`config.mk`:
```
export PLATFORM = sky130hd
export DESIGN_NAME = dmem_arbiter_flat
export DESIGN_NICKNAME = d
export VERILOG_FILES = /design/src/rtl/dmem_pkg.sv /design/src/rtl/dmem_arbiter_if.sv /design/src/rtl/dmem_arbiter_rr_arb2.sv /design/src/rtl/dmem_arbiter.sv /design/src/flat_wrapper.sv
export SDC_FILE = /design/constraint.sdc
export NUM_CORES = 1
export LEC_CHECK = 0
export CORE_ASPECT_RATIO = 2
export CORE_MARGIN = 4
export CORE_UTILIZATION = 37
export DETAILED_ROUTE_END_ITERATION = 16
export GPL_ROUTABILITY_DRIVEN = 1
export PLACE_DENSITY = 0.9
export SLEW_MARGIN = 20
export SYNTH_ARGS = -nofsm -noshare
export SYNTH_HDL_FRONTEND = slang
export SYNTH_SLANG_ARGS = --single-unit
```
`constraint.sdc`:
```
create_clock -name clk_i -period 1.65 [get_ports clk_i]
set_input_delay 0.2475 -clock clk_i [delete_from_list [all_inputs] [get_ports clk_i]]
set_output_delay 0.2475 -clock clk_i [all_outputs]
set_load 0.1 [all_outputs]
```
`src/rtl/dmem_pkg.sv`:
```
// Shared types and default sizes for the data-memory arbiter.
package dmem_pkg;
  localparam int ADDR_W    = 32;
  localparam int DATA_W    = 32;
  localparam int MEM_DEPTH = 128;

  typedef enum logic [1:0] {
    IDLE  = 2'd0,
    ISSUE = 2'd1,
    RESP  = 2'd2
  } state_e;

  typedef logic port_id_t;
endpackage

```
`src/rtl/dmem_arbiter_if.sv`:
```
// Requester handshakes plus memory-side bus between the two requesters, the arbiter and the memory.
interface dmem_arbiter_if #(
  parameter int ADDR_W = 32,
  parameter int DATA_W = 32
);
  logic              m0_req_valid, m0_req_ready, m0_we;
  logic [ADDR_W-1:0] m0_addr;
  logic [DATA_W-1:0] m0_wdata;
  logic              m0_rsp_valid, m0_rsp_ready, m0_err;
  logic [DATA_W-1:0] m0_rdata;

  logic              m1_req_valid, m1_req_ready, m1_we;
  logic [ADDR_W-1:0] m1_addr;
  logic [DATA_W-1:0] m1_wdata;
  logic              m1_rsp_valid, m1_rsp_ready, m1_err;
  logic [DATA_W-1:0] m1_rdata;

  logic [ADDR_W-1:0] mem_addr;
  logic              mem_we;
  logic [DATA_W-1:0] mem_wd;
  logic [DATA_W-1:0] mem_rd;

  modport slave (
    input  m0_req_valid, m0_we, m0_addr, m0_wdata, m0_rsp_ready,
    output m0_req_ready, m0_rsp_valid, m0_rdata, m0_err,
    input  m1_req_valid, m1_we, m1_addr, m1_wdata, m1_rsp_ready,
    output m1_req_ready, m1_rsp_valid, m1_rdata, m1_err,
    output mem_addr, mem_we, mem_wd,
    input  mem_rd
  );

  modport master (
    output m0_req_valid, m0_we, m0_addr, m0_wdata, m0_rsp_ready,
    input  m0_req_ready, m0_rsp_valid, m0_rdata, m0_err,
    output m1_req_valid, m1_we, m1_addr, m1_wdata, m1_rsp_ready,
    input  m1_req_ready, m1_rsp_valid, m1_rdata, m1_err,
    input  mem_addr, mem_we, mem_wd,
    output mem_rd
  );
endinterface

```
`src/rtl/dmem_arbiter_rr_arb2.sv`:
```
// Two-way round-robin grant: a tie goes to the port that did not win last.
module rr_arb2
  import dmem_pkg::*;
(
  input  logic [1:0] valid_i,
  input  port_id_t   last_i,
  output logic [1:0] gnt_o,
  output port_id_t   id_o
);
  always_comb begin
    id_o  = 1'b0;
    gnt_o = 2'b00;
    case (valid_i)
      2'b01:   id_o = 1'b0;
      2'b10:   id_o = 1'b1;
      2'b11:   id_o = ~last_i;
      default: id_o = 1'b0;
    endcase
    if (|valid_i) gnt_o = id_o ? 2'b10 : 2'b01;
  end
endmodule

```
`src/rtl/dmem_arbiter.sv`:
```
// Serialises two one-word requesters onto the single-port data memory:
// IDLE grants, ISSUE drives the memory for one cycle, RESP holds the result.
module dmem_arbiter
  import dmem_pkg::*;
#(
  parameter int AW    = ADDR_W,
  parameter int DW    = DATA_W,
  parameter int DEPTH = MEM_DEPTH
) (
  input  logic           clk_i,
  input  logic           rst_i,
  dmem_arbiter_if.slave  bus,
  output logic           busy_o
);
  state_e          state_q, state_d;
  port_id_t        last_q, last_d;
  port_id_t        id_q, id_d;
  logic            we_q, we_d;
  logic            err_q, err_d;
  logic [AW-1:0]   addr_q, addr_d;
  logic [DW-1:0]   wdata_q, wdata_d;
  logic [DW-1:0]   rdata_q, rdata_d;

  logic [1:0]      vld, gnt;
  port_id_t        gnt_id;
  logic            in_idle, hs, rsp_v, rsp_rdy;
  logic            sel_we;
  logic [AW-1:0]   sel_addr;
  logic [DW-1:0]   sel_wdata;

  assign vld = {bus.m1_req_valid, bus.m0_req_valid};

  rr_arb2 u_arb (
    .valid_i (vld),
    .last_i  (last_q),
    .gnt_o   (gnt),
    .id_o    (gnt_id)
  );

  assign in_idle          = (state_q == IDLE);
  assign hs               = in_idle & (|vld);
  assign bus.m0_req_ready = in_idle & gnt[0];
  assign bus.m1_req_ready = in_idle & gnt[1];

  assign sel_we    = gnt_id ? bus.m1_we    : bus.m0_we;
  assign sel_addr  = gnt_id ? bus.m1_addr  : bus.m0_addr;
  assign sel_wdata = gnt_id ? bus.m1_wdata : bus.m0_wdata;
  assign rsp_rdy   = id_q   ? bus.m1_rsp_ready : bus.m0_rsp_ready;

  always_comb begin
    state_d = state_q;
    last_d  = last_q;
    id_d    = id_q;
    we_d    = we_q;
    err_d   = err_q;
    addr_d  = addr_q;
    wdata_d = wdata_q;
    rdata_d = rdata_q;
    case (state_q)
      IDLE: if (hs) begin
        state_d = ISSUE;
        id_d    = gnt_id;
        last_d  = gnt_id;
        we_d    = sel_we;
        addr_d  = sel_addr;
        wdata_d = sel_wdata;
        err_d   = (sel_addr >= AW'(DEPTH));
      end
      ISSUE: begin
        // Memory read data is combinational; sample it while the address is driven.
        rdata_d = (we_q || err_q) ? '0 : bus.mem_rd;
        state_d = RESP;
      end
      RESP: if (rsp_rdy) state_d = IDLE;
      default: state_d = IDLE;
    endcase
  end

  always_ff @(posedge clk_i) begin
    if (rst_i) begin
      state_q <= IDLE;
      last_q  <= 1'b1;
      id_q    <= 1'b0;
      we_q    <= 1'b0;
      err_q   <= 1'b0;
      addr_q  <= '0;
      wdata_q <= '0;
      rdata_q <= '0;
    end else begin
      state_q <= state_d;
      last_q  <= last_d;
      id_q    <= id_d;
      we_q    <= we_d;
      err_q   <= err_d;
      addr_q  <= addr_d;
      wdata_q <= wdata_d;
      rdata_q <= rdata_d;
    end
  end

  assign rsp_v            = (state_q == RESP);
  assign bus.m0_rsp_valid = rsp_v & ~id_q;
  assign bus.m1_rsp_valid = rsp_v &  id_q;
  assign bus.m0_rdata     = bus.m0_rsp_valid ? rdata_q : '0;
  assign bus.m1_rdata     = bus.m1_rsp_valid ? rdata_q : '0;
  assign bus.m0_err       = bus.m0_rsp_valid & err_q;
  assign bus.m1_err       = bus.m1_rsp_valid & err_q;

  // Reset gates the strobe directly so a write aborted mid-ISSUE never lands.
  assign bus.mem_we   = (state_q == ISSUE) & we_q & ~err_q & ~rst_i;
  assign bus.mem_addr = addr_q;
  assign bus.mem_wd   = wdata_q;
  assign busy_o       = ~in_idle;
endmodule

```
`src/flat_wrapper.sv`:
```
// flat-port wrapper written by rule: the top's interface ports become plain ports
module dmem_arbiter_flat import dmem_pkg::*;
#(
  parameter int AW    = ADDR_W,
  parameter int DW    = DATA_W,
  parameter int DEPTH = MEM_DEPTH
)
  (clk_i, rst_i, busy_o, bus_m0_req_valid, bus_m0_we, bus_m0_addr, bus_m0_wdata, bus_m0_rsp_ready, bus_m0_req_ready, bus_m0_rsp_valid, bus_m0_rdata, bus_m0_err, bus_m1_req_valid, bus_m1_we, bus_m1_addr, bus_m1_wdata, bus_m1_rsp_ready, bus_m1_req_ready, bus_m1_rsp_valid, bus_m1_rdata, bus_m1_err, bus_mem_addr, bus_mem_we, bus_mem_wd, bus_mem_rd);
  dmem_arbiter_if #(.ADDR_W(32), .DATA_W(32)) bus_i ();
  input  logic clk_i;
  input  logic rst_i;
  output logic busy_o;
  input wire logic [$bits(bus_i.m0_req_valid)-1:0] bus_m0_req_valid;
  input wire logic [$bits(bus_i.m0_we)-1:0] bus_m0_we;
  input wire logic [$bits(bus_i.m0_addr)-1:0] bus_m0_addr;
  input wire logic [$bits(bus_i.m0_wdata)-1:0] bus_m0_wdata;
  input wire logic [$bits(bus_i.m0_rsp_ready)-1:0] bus_m0_rsp_ready;
  output wire logic [$bits(bus_i.m0_req_ready)-1:0] bus_m0_req_ready;
  output wire logic [$bits(bus_i.m0_rsp_valid)-1:0] bus_m0_rsp_valid;
  output wire logic [$bits(bus_i.m0_rdata)-1:0] bus_m0_rdata;
  output wire logic [$bits(bus_i.m0_err)-1:0] bus_m0_err;
  input wire logic [$bits(bus_i.m1_req_valid)-1:0] bus_m1_req_valid;
  input wire logic [$bits(bus_i.m1_we)-1:0] bus_m1_we;
  input wire logic [$bits(bus_i.m1_addr)-1:0] bus_m1_addr;
  input wire logic [$bits(bus_i.m1_wdata)-1:0] bus_m1_wdata;
  input wire logic [$bits(bus_i.m1_rsp_ready)-1:0] bus_m1_rsp_ready;
  output wire logic [$bits(bus_i.m1_req_ready)-1:0] bus_m1_req_ready;
  output wire logic [$bits(bus_i.m1_rsp_valid)-1:0] bus_m1_rsp_valid;
  output wire logic [$bits(bus_i.m1_rdata)-1:0] bus_m1_rdata;
  output wire logic [$bits(bus_i.m1_err)-1:0] bus_m1_err;
  output wire logic [$bits(bus_i.mem_addr)-1:0] bus_mem_addr;
  output wire logic [$bits(bus_i.mem_we)-1:0] bus_mem_we;
  output wire logic [$bits(bus_i.mem_wd)-1:0] bus_mem_wd;
  input wire logic [$bits(bus_i.mem_rd)-1:0] bus_mem_rd;
  assign bus_i.m0_req_valid = bus_m0_req_valid;
  assign bus_i.m0_we = bus_m0_we;
  assign bus_i.m0_addr = bus_m0_addr;
  assign bus_i.m0_wdata = bus_m0_wdata;
  assign bus_i.m0_rsp_ready = bus_m0_rsp_ready;
  assign bus_m0_req_ready = bus_i.m0_req_ready;
  assign bus_m0_rsp_valid = bus_i.m0_rsp_valid;
  assign bus_m0_rdata = bus_i.m0_rdata;
  assign bus_m0_err = bus_i.m0_err;
  assign bus_i.m1_req_valid = bus_m1_req_valid;
  assign bus_i.m1_we = bus_m1_we;
  assign bus_i.m1_addr = bus_m1_addr;
  assign bus_i.m1_wdata = bus_m1_wdata;
  assign bus_i.m1_rsp_ready = bus_m1_rsp_ready;
  assign bus_m1_req_ready = bus_i.m1_req_ready;
  assign bus_m1_rsp_valid = bus_i.m1_rsp_valid;
  assign bus_m1_rdata = bus_i.m1_rdata;
  assign bus_m1_err = bus_i.m1_err;
  assign bus_mem_addr = bus_i.mem_addr;
  assign bus_mem_we = bus_i.mem_we;
  assign bus_mem_wd = bus_i.mem_wd;
  assign bus_i.mem_rd = bus_mem_rd;
  dmem_arbiter #(.AW(AW), .DW(DW), .DEPTH(DEPTH)) u_core (.clk_i(clk_i), .rst_i(rst_i), .bus(bus_i), .busy_o(busy_o));
endmodule
```
==> results of run 1 <==
## synthesized netlist by cell type
cell type,n,area [um^2]
nand2_1,120,450.4
dfxtp_1,102,2042
nor2_1,94,352.8
and2_1,67,419.2
a311oi_1,56,490.5
a22oi_1,32,240.2
clkbuf_1,28,105.1
buf_2,19,95.09
a21oi_1,11,55.05
a32oi_1,9,78.83
nor4_1,8,50.05
buf_4,5,37.54
nor3_1,4,20.02
inv_1,2,7.510
nand4_1,2,12.51
nor3_2,2,20.02
o211ai_2,2,25.02
or4b_1,2,20.02
a211o_1,1,8.760
a21bo_2,1,10.01
a21boi_2,1,11.26
and3b_1,1,8.760
mux2i_1,1,10.01
nand2b_1,1,6.260
nand3_1,1,5.000
nand3b_1,1,7.510
nor2_2,1,6.260
nor2b_1,1,6.260
nor3b_2,1,12.51
nor4b_1,1,8.760
o21a_1,1,7.510
o21ai_0,1,5.000
o22ai_1,1,6.260
o32ai_1,1,8.760
o41ai_1,1,8.760
or4_1,1,7.510
or4_4,1,11.26
## where the power goes
part / total [W] / internal [W] / switching [W]
Combinational: 0.00403 / 0.00160 / 0.00243
Clock: 0.00195 / 0.00102 / 0.000922
Sequential: 0.00301 / 0.00272 / 0.000291
## final cells by class
cell class	count	area, um^2
timing repair buffer	358	4974
multi-input combinational	428	2625
fill	663	2156
sequential	102	2052
clock buffer	11	232.7
tap	147	183.9
clock inverter	5	36.28
inverter	2	7.507
## worst min-delay path by stage
stage / endpoint / depth (start not counted) / startpoint
after floorplan: u_core.rdata_q[0]$_SDFFE_PP0N_ / 2 / bus_mem_rd[0]
after global placement: u_core.bus.mem_wd[5]$_SDFFE_PP0P_ / 2 / u_core.bus.mem_wd[5]$_SDFFE_PP0P_
after detailed placement: u_core.bus.mem_wd[5]$_SDFFE_PP0P_ / 2 / u_core.bus.mem_wd[5]$_SDFFE_PP0P_
after CTS: u_core.rdata_q[18]$_SDFFE_PP0N_ / 3 / rst_i
after global routing: u_core.rdata_q[16]$_SDFFE_PP0N_ / 3 / rst_i
final: u_core.rdata_q[12]$_SDFFE_PP0N_ / 3 / rst_i
## registers in the layout, indices dropped and copies added, names as in the netlist
| signal | flops |
|---|---|
| u_core.bus.mem_addr | 32 |
| u_core.rdata_q | 32 |
| u_core.err_q | 1 |
| u_core.state_q | 2 |
| u_core.id_q | 1 |
| u_core.last_q | 1 |
| u_core.we_q | 1 |
| u_core.bus.mem_wd | 32 |
## cells by family after synthesis
family	Yosys count	synth area share
AOI/OAI and AO/OA	118	0.2043
buffers and inverters	54	0.05242
and+or+nand+nor	309	0.3046
DFF	102	0.4365
muxes	1	0.002140
## repair_timing
action                                  CTS  global route
cloned                                    1             2
pin swaps                                16            10
setup buffers                             6             4
endpoints found under the setup margin   70            79
resized for setup                        23            46
## routing by layer
metal | global-route usage | up-vias | wire length (um)
met2 | 0.5187 | 358 | 12170
met1 | 0.2733 | 2812 | 6836
met4 | 0.2024 | 0 | 1730
met3 | 0.06673 | 123 | 1472
li1 | - | 2691 | -
met5 | 0 | - | 0
## per-stage QoR
| step | utilization | setup TNS, ns | cells | hold WS, ns |
|---|---|---|---|---|
| floorplan | - | -0.4517 | 584 | 0.3958 |
| global placement | 0.7846 | -6.953 | 1026 | 0.4767 |
| detailed placement | 0.7846 | -10.81 | 1026 | 0.4800 |
| CTS | 0.8155 | -9.945 | 1049 | 0.4545 |
| global route | 0.8243 | -12.62 | 1053 | 0.4662 |
| finish | 0.8243 | -8.486 | 1053 | 0.4321 |
## worst max-delay path, cell delays in order, from the launching register on
cell	delay [ns]
dfxtp_4	0.38
nor3b_4	0.20
buf_6	0.15
buf_6	0.15
and2_2	0.19
buf_12	0.17
==> metrics.cfg, run 1 <==
[timing]
setup_violations = 70
post-route-period-util = 1.100
setup_ws_ns = -0.1650
relSlewSlack = 0.6773
tightest_slew_ns = 0.4841
slew_violations = 0
rsz0062_at_grt = yes
min_period_ns = 1.815
max_freq_mhz = 551.0
skew_ns = 0.01190
hold_viol_final = 0

[setup_path]
crit_type = flip-flop to primary output
r2r-end = u_core.bus.mem_wd[25]$_SDFFE_PP0P_
critPathRequiredTime_ns = 1.40
end_kind = primary output
r2r-start = u_core.state_q[1]$_SDFFE_PP0P_
crit_end = bus_m0_rdata[13]
worst-path-max-fanout = 9
r2r_slack_ns = 0.11
cp_data_arrival_time_ns = 1.57
r2r_cells = 5
cp-startpoint = u_core.state_q[1]$_SDFFE_PP0P_
crit_path_start_kind = flip-flop

[clocking]
ctsHoldBuffers = 0
cts_root_buf = clkbuf_16
clock_sinks = 102
cts_tree = yes
htree_levels = 3
cts_made_buffers = 9
clk_path_buf_depth = 2
clk_latency_ns = 0.34
clk_pin_slew_ns = 0.06

[power]
p_leak_nw = 4.055
vdd_drop_max_mv = 0.6929
finalPower_w = 0.008983
power_density_nw_per_um2 = 888.5

[outcome]
failed_checks = negative setup slack
outcome = finished with violations

[floorplanning]
io-pin-count = 304
die_x_um = 87.51
rows = 57
initial_core_util = 0.3814
die_area_um2 = 14620
core_um2 = 12270
die_h_um = 167.0

[route]
ant_nets = 0
wirelength_um = 22210
post_drt_wl_per_cell_um = 21.09
vias = 5984
via_per_inst = 5.683
drc_errors = 0
drt_iter0_markers = 273
firstDrtPassIters = 5

[logic_synthesis]
synth-seq-cells = 102
synthesis.nets = 752
syn_area_um2 = 4678
yosysSeqAreaShare = 0.4365
syn_avg_cell_area_um2 = 8.011
yosysWarningCount = 0
yosysUniqueCellTypes = 37
syn_inst = 584

[final_layout]
antennaDiodeCount = 0
layout_commonest_cell = clkdlybuf4s50_1
fin_area_um2 = 10110
final_cell_mix = clkdlybuf4s50_1 (164), buf_12 (144), nand2_1 (120)
drive_gt1_frac = 0.3201
layout.nets = 1069
areaGrowthSynthToFinish_pct = 116.1

[place]
io_buffers = 303
dpl_worst_slack_ns = -0.2608
place_hpwl_um = 16970
placed_area_um2 = 9624
gp_congestion = 0.9480

[grt]
grt_usage = 0.2880
antenna_found_initial = 0
grt_max_degree = 103
grt_pass1_vias = 6122
grt_pass1_wl_um = 32550
overflow = 0

[run]
drv_cap = 0

[worst_hold_path]
hold_path_class = input pin to flip-flop

No activity file was read; power rests on OpenSTA's default activity.
==> run 2: changes to the inputs <==
Settings changed: RECOVER_POWER from default to 50.
==> results of run 2 <==
Same layout as run 1: the final DEF is identical, and so are final timing and power.
==> run 3: changes to the inputs <==
Settings changed: CTS_CLUSTER_DIAMETER from default to 30, SKIP_CTS_REPAIR_TIMING from default to 1.
==> metrics.cfg, run 3 (synthesized netlist as in run 1, its figures left out) <==
[outcome]
outcome = finished with violations
failed_checks = negative setup slack

[setup_path]
critPathRequiredTime_ns = 1.40  ; about the same
end_kind = primary output
worst-path-max-fanout = 17  ; +8
cp_data_arrival_time_ns = 1.55  ; -0.02 ns
crit_type = flip-flop to primary output
crit_path_start_kind = flip-flop

[final_layout]
drive_gt1_frac = 0.3137  ; -0.006406
areaGrowthSynthToFinish_pct = 93.07
layout.nets = 1062  ; -0.65%
final_cell_mix = clkdlybuf4s50_1 (166), nand2_1 (120), dfxtp_1 (99)
layout_commonest_cell = clkdlybuf4s50_1
fillerInstances = 785  ; +18%
fin_area_um2 = 9032  ; -11%
antennaDiodeCount = 0  ; unchanged

[route]
drt_iter0_markers = 218  ; -20%
post_drt_wl_per_cell_um = 20.66  ; -2.1%
via_per_inst = 5.614  ; -1.2%
wirelength_um = 21610  ; -2.7%
drc_errors = 0  ; unchanged
firstDrtPassIters = 4  ; -1
ant_nets = 0  ; unchanged
vias = 5872  ; -1.9%

[clocking]
clk_latency_ns = 0.34  ; about the same
cts_made_buffers = 9  ; unchanged
clk_pin_slew_ns = 0.06  ; about the same
cts_root_buf = clkbuf_16
htree_levels = 3  ; unchanged
clock_sinks = 102  ; unchanged
cts_tree = yes
clk_path_buf_depth = 2  ; unchanged

[grt]
grt_pass1_vias = 6025  ; -1.6%
overflow = 0  ; unchanged
grt_usage = 0.2813  ; -0.006644
antenna_found_initial = 0  ; unchanged
grt_max_degree = 103  ; unchanged
grt_pass1_wl_um = 31910  ; -2.0%

[timing]
setup_violations = 70  ; unchanged
skew_ns = 0.01031  ; -0.001589 ns
slew_violations = 0  ; unchanged
hold_viol_final = 0  ; unchanged
min_period_ns = 1.798  ; -0.01709 ns
setup_ws_ns = -0.1479  ; +0.01709 ns
tightest_slew_ns = 0.6029  ; +0.1188 ns
post-route-period-util = 1.090  ; -0.01036
max_freq_mhz = 556.2  ; +0.95%
timing.hold.ws_ns = 0.4123  ; -0.01979 ns
rsz0062_at_grt = yes
relSlewSlack = 0.5998  ; -0.07750
setup_tns_ns = -9.083  ; -0.5970 ns

[power]
p_leak_nw = 3.711  ; -8.5%
vdd_drop_max_mv = 0.6698  ; -3.3%
power_density_nw_per_um2 = 909.6  ; +2.4%

[floorplanning]
die_h_um = 167.0  ; unchanged
initial_core_util = 0.3814  ; unchanged
die_x_um = 87.51  ; unchanged
die_area_um2 = 14620  ; unchanged
core_um2 = 12270  ; unchanged
rows = 57  ; unchanged
io-pin-count = 304  ; unchanged

[place]
gp_congestion = 0.9480  ; unchanged
io_buffers = 303  ; unchanged
placed_area_um2 = 9624  ; unchanged
place_hpwl_um = 16970  ; unchanged

[worst_hold_path]
hold_path_class = input pin to flip-flop

[run]
drv_cap = 0  ; unchanged

-- run 3: cell count changes in the layout (fill, tap and decap cells not counted), sizes merged --
cell,previous run,this run
dlymetal6s2s,2,0
clkdlybuf4s50,164,166
buf,191,121
clkbuf,12,75
-- run 3: power by group --
group	internal [W]	switching (W)	leakage, nW	total, W
Clock	0.00102	0.000916	0.122	0.00194
Combinational	0.000972	0.00241	2.75	0.00338
Sequential	0.00272	0.000181	0.843	0.00290
Total	0.00471	0.00350	3.71	0.00822
-- run 3: layer usage --
metal | track usage | share of wire
met5 | 0 | 0
met4 | 0.1884 | 0.080
met3 | 0.06723 | 0.066
met2 | 0.5085 | 0.54
met1 | 0.2684 | 0.31
-- run 3: final cells by class --
class	instances	area, um^2	share of cell area
clock buffers	11	232.7	0.02577
well taps	147	183.9	0.02036
clock inverters	5	36.28	0.004017
multi-input cells	428	2585	0.2862
flip-flops and latches	102	2051	0.2270
repair buffers	351	3936	0.4358
inverters	2	7.507	0.0008311
-- run 3: stage by stage --
stage               power [W]  utilization  setup WS (ns)  cells
finish               0.008216       0.7363        -0.1479   1046
global route         0.008508       0.7363        -0.2575   1046
CTS                  0.008944       0.8065        -0.2038   1042
detailed placement   0.007001       0.7846        -0.2608   1026
global placement     0.006909       0.7846        -0.1610   1026
floorplan            0.005181            -        -0.4517    584
-- run 3: path summary, 6_finish.rpt --
| check | startpoint | endpoint | slack, ns | depth (start not counted) |
|---|---|---|---|---|
| max | u_core.state_q[0]$_SDFFE_PP0P_ | bus_m1_rdata[15] | -0.15 | 4 |
| min | rst_i | u_core.rdata_q[12]$_SDFFE_PP0N_ | 0.41 | 3 |
| max reg2reg | u_core.last_q$_SDFFE_PP1P_ | u_core.bus.mem_addr[22]$_SDFFE_PP0P_ | 0.07 | 5 |
| min reg2reg | u_core.bus.mem_wd[3]$_SDFFE_PP0P_ | u_core.bus.mem_wd[3]$_SDFFE_PP0P_ | 0.45 | 2 |
-- run 3: critical path, stage by stage, from the launching register on --
cell and delay (ns):
dfxtp_4 0.37, and3b_2 0.33, buf_12 0.17, and2_4 0.17, buf_12 0.17
